**config.mk**
```make
export PLATFORM = sky130hd
export DESIGN_NAME = clock_display_scan
export DESIGN_NICKNAME = d
export VERILOG_FILES = /design/src/rtl/clock_disp_pkg.sv /design/src/rtl/clock_display_scan_bcd_to_seg7.sv /design/src/rtl/clock_display_scan.sv
export SDC_FILE = /design/constraint.sdc
export NUM_CORES = 1
export LEC_CHECK = 0
export CAP_MARGIN = 20
export CORE_UTILIZATION = 59
export CTS_BUF_LIST = sky130_fd_sc_hd__clkbuf_16
export DETAILED_ROUTE_END_ITERATION = 8
export PLACE_DENSITY = 0.85
export SLEW_MARGIN = 20
export SYNTH_ARGS = -nofsm -noshare
export SYNTH_HDL_FRONTEND = slang
export SYNTH_SLANG_ARGS = --single-unit
```
**constraint.sdc**
```tcl
create_clock -name clk100khz -period 5 [get_ports clk100khz]
set_clock_uncertainty 0.15 [all_clocks]
set_input_delay 1 -clock clk100khz [delete_from_list [all_inputs] [get_ports clk100khz]]
set_output_delay 1 -clock clk100khz [all_outputs]
set_load 0.01 [all_outputs]
```
**src/rtl/clock_disp_pkg.sv**
```systemverilog
// Shared constants and types for the six-digit clock display scanner.
//   SEG_BLANK / SEG_DASH : active-low segment patterns {g,f,e,d,c,b,a}
//   SEG_ROM              : BCD 0..9 to active-low segment patterns
//   mode_e               : run / set-field selector from the counter group
//   DIG_*                : scan slot index of each display digit
//   snap_t               : per-frame snapshot of digits and mode
package clock_disp_pkg;

    localparam int unsigned NUM_DIGITS = 6;
    localparam int unsigned DIGIT_W    = 4;
    localparam int unsigned SEG_W      = 7;
    localparam int unsigned IDX_W      = 3;

    localparam logic [SEG_W-1:0] SEG_BLANK = 7'h7F;
    localparam logic [SEG_W-1:0] SEG_DASH  = 7'h3F;

    // Entry n is the pattern for digit n.
    localparam logic [9:0][SEG_W-1:0] SEG_ROM = {
        7'h10, 7'h00, 7'h78, 7'h02, 7'h12,
        7'h19, 7'h30, 7'h24, 7'h79, 7'h40
    };

    typedef enum logic [1:0] {
        MODE_RUN   = 2'd0,
        MODE_SET_S = 2'd1,
        MODE_SET_M = 2'd2,
        MODE_SET_H = 2'd3
    } mode_e;

    localparam logic [IDX_W-1:0] DIG_MSB_H = 3'd0;
    localparam logic [IDX_W-1:0] DIG_LSB_H = 3'd1;
    localparam logic [IDX_W-1:0] DIG_MSB_M = 3'd2;
    localparam logic [IDX_W-1:0] DIG_LSB_M = 3'd3;
    localparam logic [IDX_W-1:0] DIG_MSB_S = 3'd4;
    localparam logic [IDX_W-1:0] DIG_LSB_S = 3'd5;

    typedef struct packed {
        logic [NUM_DIGITS-1:0][DIGIT_W-1:0] digits;  // [0]=msb_h .. [5]=lsb_s
        mode_e                              mode;
    } snap_t;

endpackage

```
**src/rtl/clock_display_scan_bcd_to_seg7.sv**
```systemverilog
// Combinational BCD to active-low 7-segment decoder.
//   bcd      : 4-bit digit value
//   seg_n_c  : active-low segments {g,f,e,d,c,b,a}; non-BCD values show a dash
import clock_disp_pkg::*;

module bcd_to_seg7 (
    input  logic [DIGIT_W-1:0] bcd,
    output logic [SEG_W-1:0]   seg_n_c
);

    always_comb begin
        seg_n_c = SEG_DASH;
        if (bcd <= 4'd9) begin
            seg_n_c = SEG_ROM[bcd];
        end
    end

endmodule

```
**src/rtl/clock_display_scan.sv**
```systemverilog
// Six-digit multiplexed common-anode display driver for the clock.
//   clk100khz        : system clock
//   rst              : asynchronous active-high reset
//   msb_h .. lsb_s   : BCD time digits from the counter group
//   mode_flag        : 0 run, 1 set seconds, 2 set minutes, 3 set hours
//   dig_n            : active-low one-hot digit enable, bit0 = msb_h
//   seg_n            : active-low segments {g,f,e,d,c,b,a}
//   dp_n             : active-low colon dots
import clock_disp_pkg::*;

module clock_display_scan #(
    parameter int unsigned SCAN_DIV  = 100,
    parameter int unsigned BLINK_DIV = 25000
) (
    input  logic                  clk100khz,
    input  logic                  rst,
    input  logic [DIGIT_W-1:0]    msb_h,
    input  logic [DIGIT_W-1:0]    lsb_h,
    input  logic [DIGIT_W-1:0]    msb_m,
    input  logic [DIGIT_W-1:0]    lsb_m,
    input  logic [DIGIT_W-1:0]    msb_s,
    input  logic [DIGIT_W-1:0]    lsb_s,
    input  logic [1:0]            mode_flag,
    output logic [NUM_DIGITS-1:0] dig_n,
    output logic [SEG_W-1:0]      seg_n,
    output logic                  dp_n
);

    localparam int unsigned SCAN_W  = (SCAN_DIV  > 1) ? $clog2(SCAN_DIV)  : 1;
    localparam int unsigned BLINK_W = (BLINK_DIV > 1) ? $clog2(BLINK_DIV) : 1;
    localparam logic [SCAN_W-1:0]  SCAN_LAST  = SCAN_W'(SCAN_DIV - 1);
    localparam logic [BLINK_W-1:0] BLINK_LAST = BLINK_W'(BLINK_DIV - 1);

    logic [SCAN_W-1:0]     scan_cnt;
    logic [IDX_W-1:0]      idx;
    logic [BLINK_W-1:0]    blink_cnt;
    logic                  blink_on;
    snap_t                 snap;

    logic [DIGIT_W-1:0]    cur_digit_c;
    logic [SEG_W-1:0]      dec_seg_n_c;
    logic                  field_sel_c;
    logic [NUM_DIGITS-1:0] dig_n_c;
    logic [SEG_W-1:0]      seg_n_c;
    logic                  dp_n_c;

    // Slot timer and digit index.
    always_ff @(posedge clk100khz or posedge rst) begin
        if (rst) begin
            scan_cnt <= '0;
            idx      <= DIG_MSB_H;
        end else if (scan_cnt == SCAN_LAST) begin
            scan_cnt <= '0;
            idx      <= (idx == DIG_LSB_S) ? DIG_MSB_H : IDX_W'(idx + 3'd1);
        end else begin
            scan_cnt <= SCAN_W'(scan_cnt + 1'b1);
        end
    end

    // Free-running blink phase, independent of the scan.
    always_ff @(posedge clk100khz or posedge rst) begin
        if (rst) begin
            blink_cnt <= '0;
            blink_on  <= 1'b1;
        end else if (blink_cnt == BLINK_LAST) begin
            blink_cnt <= '0;
            blink_on  <= ~blink_on;
        end else begin
            blink_cnt <= BLINK_W'(blink_cnt + 1'b1);
        end
    end

    // Frame-coherent snapshot so a counter carry never tears the display.
    always_ff @(posedge clk100khz or posedge rst) begin
        if (rst) begin
            snap <= '0;
        end else if (idx == DIG_MSB_H && scan_cnt == '0) begin
            snap.digits <= {lsb_s, msb_s, lsb_m, msb_m, lsb_h, msb_h};
            snap.mode   <= mode_e'(mode_flag);
        end
    end

    assign cur_digit_c = snap.digits[idx];

    bcd_to_seg7 u_dec (
        .bcd     (cur_digit_c),
        .seg_n_c (dec_seg_n_c)
    );

    // Output pattern for the current slot; scan_cnt==0 is the anti-ghost blank.
    always_comb begin
        field_sel_c = 1'b0;
        case (snap.mode)
            MODE_SET_S: field_sel_c = (idx == DIG_MSB_S) || (idx == DIG_LSB_S);
            MODE_SET_M: field_sel_c = (idx == DIG_MSB_M) || (idx == DIG_LSB_M);
            MODE_SET_H: field_sel_c = (idx == DIG_MSB_H) || (idx == DIG_LSB_H);
            default:    field_sel_c = 1'b0;
        endcase

        dig_n_c = ~(NUM_DIGITS'(1) << idx);
        if (scan_cnt == '0) begin
            dig_n_c = '1;
        end

        seg_n_c = dec_seg_n_c;
        if (field_sel_c && !blink_on) begin
            seg_n_c = SEG_BLANK;
        end

        // Colon sits after the hours and minutes pairs; steady while setting.
        dp_n_c = 1'b1;
        if ((idx == DIG_LSB_H || idx == DIG_LSB_M) &&
            (snap.mode != MODE_RUN || blink_on)) begin
            dp_n_c = 1'b0;
        end
    end

    always_ff @(posedge clk100khz or posedge rst) begin
        if (rst) begin
            dig_n <= '1;
            seg_n <= SEG_BLANK;
            dp_n  <= 1'b1;
        end else begin
            dig_n <= dig_n_c;
            seg_n <= seg_n_c;
            dp_n  <= dp_n_c;
        end
    end

endmodule
```
==> results.sh <==
export IMPL_status="finished, final reports clean"
export IMPL_setup_tns_ns=0
export IMPL_ys_top_cells_by_count="dfrtp_1, mux2_4, nor2_1"
export IMPL_setup_slack_ns=2.36
export IMPL_io_buffers=41
export IMPL_syn2layout_area_growth_pct=23.3
export IMPL_root_buffer="clkbuf_16"
export IMPL_cap_viol_max_count=0
export IMPL_ys_seq_area_share_pct=51.9
export IMPL_cts_buffers=9
export IMPL_core_region_area_sq_mm=0.00517
export IMPL_yosysWarnings=0
export IMPL_dp_hpwl_microns=3900
export IMPL_die_area_sq_mm=0.00575
export IMPL_post_place_ws_ns=2.41
export IMPL_setup_violations=0
export IMPL_rsz0062_at_grt="false"
export IMPL_dr_pass1_iters=4
export IMPL_synth_largest_area_cell="dfrtp_1"
export IMPL_power_leakage_nw=1.79
export IMPL_post_route_period_util_pct=52.7
export IMPL_die_h_microns=75.8
export IMPL_reg2reg_from="idx[1]$_DFFE_PP0N_"
export IMPL_p_per_area_mw_per_mm2=324
export IMPL_synth_main_ff_cell="dfrtp_1"
export IMPL_ios=42
export IMPL_critical_path_class="flop to flop"
export IMPL_postRouteAntennaNets=0
export IMPL_dp_cells=362
export IMPL_postLayoutCellArea_sq_mm=0.00397
export IMPL_max_freq_mhz=379
export IMPL_routed_wl_microns=5670
export IMPL_finalHoldViolations=0
export IMPL_grt_overflow_total=0
export IMPL_drive_gt1_share_pct=19.9
export IMPL_drtIter0Drc=79
export IMPL_routed_wl_met2_microns=2810
export IMPL_relSlewSlack_pct=54.5
export IMPL_syn_area_sq_mm=0.00322
export IMPL_post_cts_buffers=0
export IMPL_rows=26
export IMPL_synth_seq_cells=66
export IMPL_hold_ws_ns=0.334
export IMPL_nets=340
export IMPL_tightest_slew_ns=0.683
export IMPL_die_w_microns=75.8
export IMPL_r2r_end="seg_n[4]$_DFF_PP1_"
export IMPL_post_cts_resized=0
export IMPL_initial_utilization_pct=62.2
export IMPL_r2r_cells=8
export IMPL_synthCells=257
export IMPL_grt_pass1_wl_microns=9600
export IMPL_dpl_cell_area_sq_mm=0.00367
export IMPL_setup_worst_path_start="idx[1]$_DFFE_PP0N_"
export IMPL_synth_area_leaders="dfrtp_1, dfstp_2, mux2_4"
export IMPL_antenna_cells=0
export IMPL_final_cells=377
export IMPL_via_count=2095
export IMPL_clock_latency_ns=0.32
export IMPL_slew_violations=0
export IMPL_syn_nets=294
export IMPL_clkTransAtPathRegs_ns=0.05
export IMPL_syn_area_per_cell_sq_um=12.5
export IMPL_crit_fanout=19
export IMPL_r2r_setup_slack_ns=2.36
export IMPL_fin_util_pct=76.7
export IMPL_min_path_type="flop to flop"
export IMPL_drc=0
export IMPL_top_layer="met4"
export IMPL_arrival_ns=2.73
export IMPL_htree_levels=3
export IMPL_critical_path_startpoint_type="flop"
export IMPL_yosysMostFrequentCell="dfrtp_1"
export IMPL_required_ns=5.09
export IMPL_synth_top_area_share_pct=39.7
export IMPL_crit_path_end_kind="flop"
export IMPL_clock_sinks=66
export IMPL_power_total_mw=1.28
export IMPL_met1_length_microns=2510
export IMPL_place_gp_congestion=0.808
export IMPL_hold_buffers=0
export IMPL_layout_min_cycle_time_ns=2.64
export IMPL_post_drt_wl_per_cell_microns=15.0
export IMPL_wl_met3_microns=205
export IMPL_peakVddDrop_mv=0.274
export IMPL_clockBufferDepth=2
export IMPL_cts_tree="done"
export IMPL_cp_endpoint="seg_n[4]$_DFF_PP1_"
export IMPL_yosysUniqueCellTypes=53
export IMPL_synth_edf_count=0
export IMPL_drt_vias_per_instance=5.56
export IMPL_antenna_found_initial=0
export IMPL_grt_max_degree=35
export IMPL_async_reset_ff_share_pct=100
export IMPL_track_usage_pct=23.2
export IMPL_grt_pass1_vias=2069
-- placed cells by master, fill, tap and decap left out, types with 11 or more instances in the layout --
master,netlist,routed
clkdlybuf4s50_1,0,41
dfrtp_1,51,51
dfstp_2,15,15
mux2_4,22,22
mux2i_1,11,11
nand2_1,16,16
nand3_1,13,13
nor2_1,20,20
-- logic make-up after synthesis --
logic type      share of synthesized area, %
fa+ha+maj                               3.50
xor+xnor                                4.36
flops                                   51.9
simple gates                            14.2
mux                                     16.8
buf+inv                                 2.53
compound gates                          6.65
-- worst min-delay path by stage --
stage	start	slack (ns)	depth (start not counted)	end
2_1_floorplan	snap[0]$_DFFE_PP0P_	0.29	1	dp_n$_DFF_PP1_
3_3_place_gp	blink_cnt[14]$_DFF_PP0_	0.32	1	blink_cnt[14]$_DFF_PP0_
3_5_place_dp	scan_cnt[0]$_DFF_PP0_	0.33	1	scan_cnt[0]$_DFF_PP0_
4_1_cts	snap[0]$_DFFE_PP0P_	0.34	1	dp_n$_DFF_PP1_
5_1_grt	scan_cnt[0]$_DFF_PP0_	0.37	1	scan_cnt[0]$_DFF_PP0_
6_report	scan_cnt[0]$_DFF_PP0_	0.33	1	scan_cnt[0]$_DFF_PP0_
-- area by class of cell --
cell class,instances,area (sq um)
Multi-Input combinational cell,177,1470
Inverter,7,26.3
Clock inverter,6,75.1
Sequential cell,66,1670
Fill cell,309,1200
Timing Repair Buffer,42,418
Tap cell,70,87.6
Clock buffer,9,225
-- flip-flops by register name, summed over array words and instances (netlist names) --
signal     flops
dp_n           1
blink_cnt     15
scan_cnt       7
blink_on       1
seg_n          7
dig_n          6
idx            3
snap          26
-- power breakdown --
part           internal [mW]  leakage, nW  total (mW)  switching, mW
Sequential             0.555        0.781       0.565        0.00985
Combinational         0.0512        0.855      0.0859         0.0348
Clock                  0.426        0.153       0.634          0.208
Total                   1.03         1.79        1.28          0.253
-- critical path, cell delays in order, from the launching register on --
cell and delay (ns):
dfrtp_1 0.78, mux2i_1 0.27, a22oi_1 0.11, nand2_1 0.20, inv_1 0.10, ha_1 0.24
or2_2 0.33, nand2b_1 0.17, a41oi_1 0.22
-- routing by layer --
metal | up-vias | track usage [%]
met5 | - | 0
met4 | 0 | 12.8
met3 | 12 | 5.82
met2 | 55 | 36.0
met1 | 1018 | 29.9
li1 | 1010 | -
No activity file was read; power rests on OpenSTA's default activity.
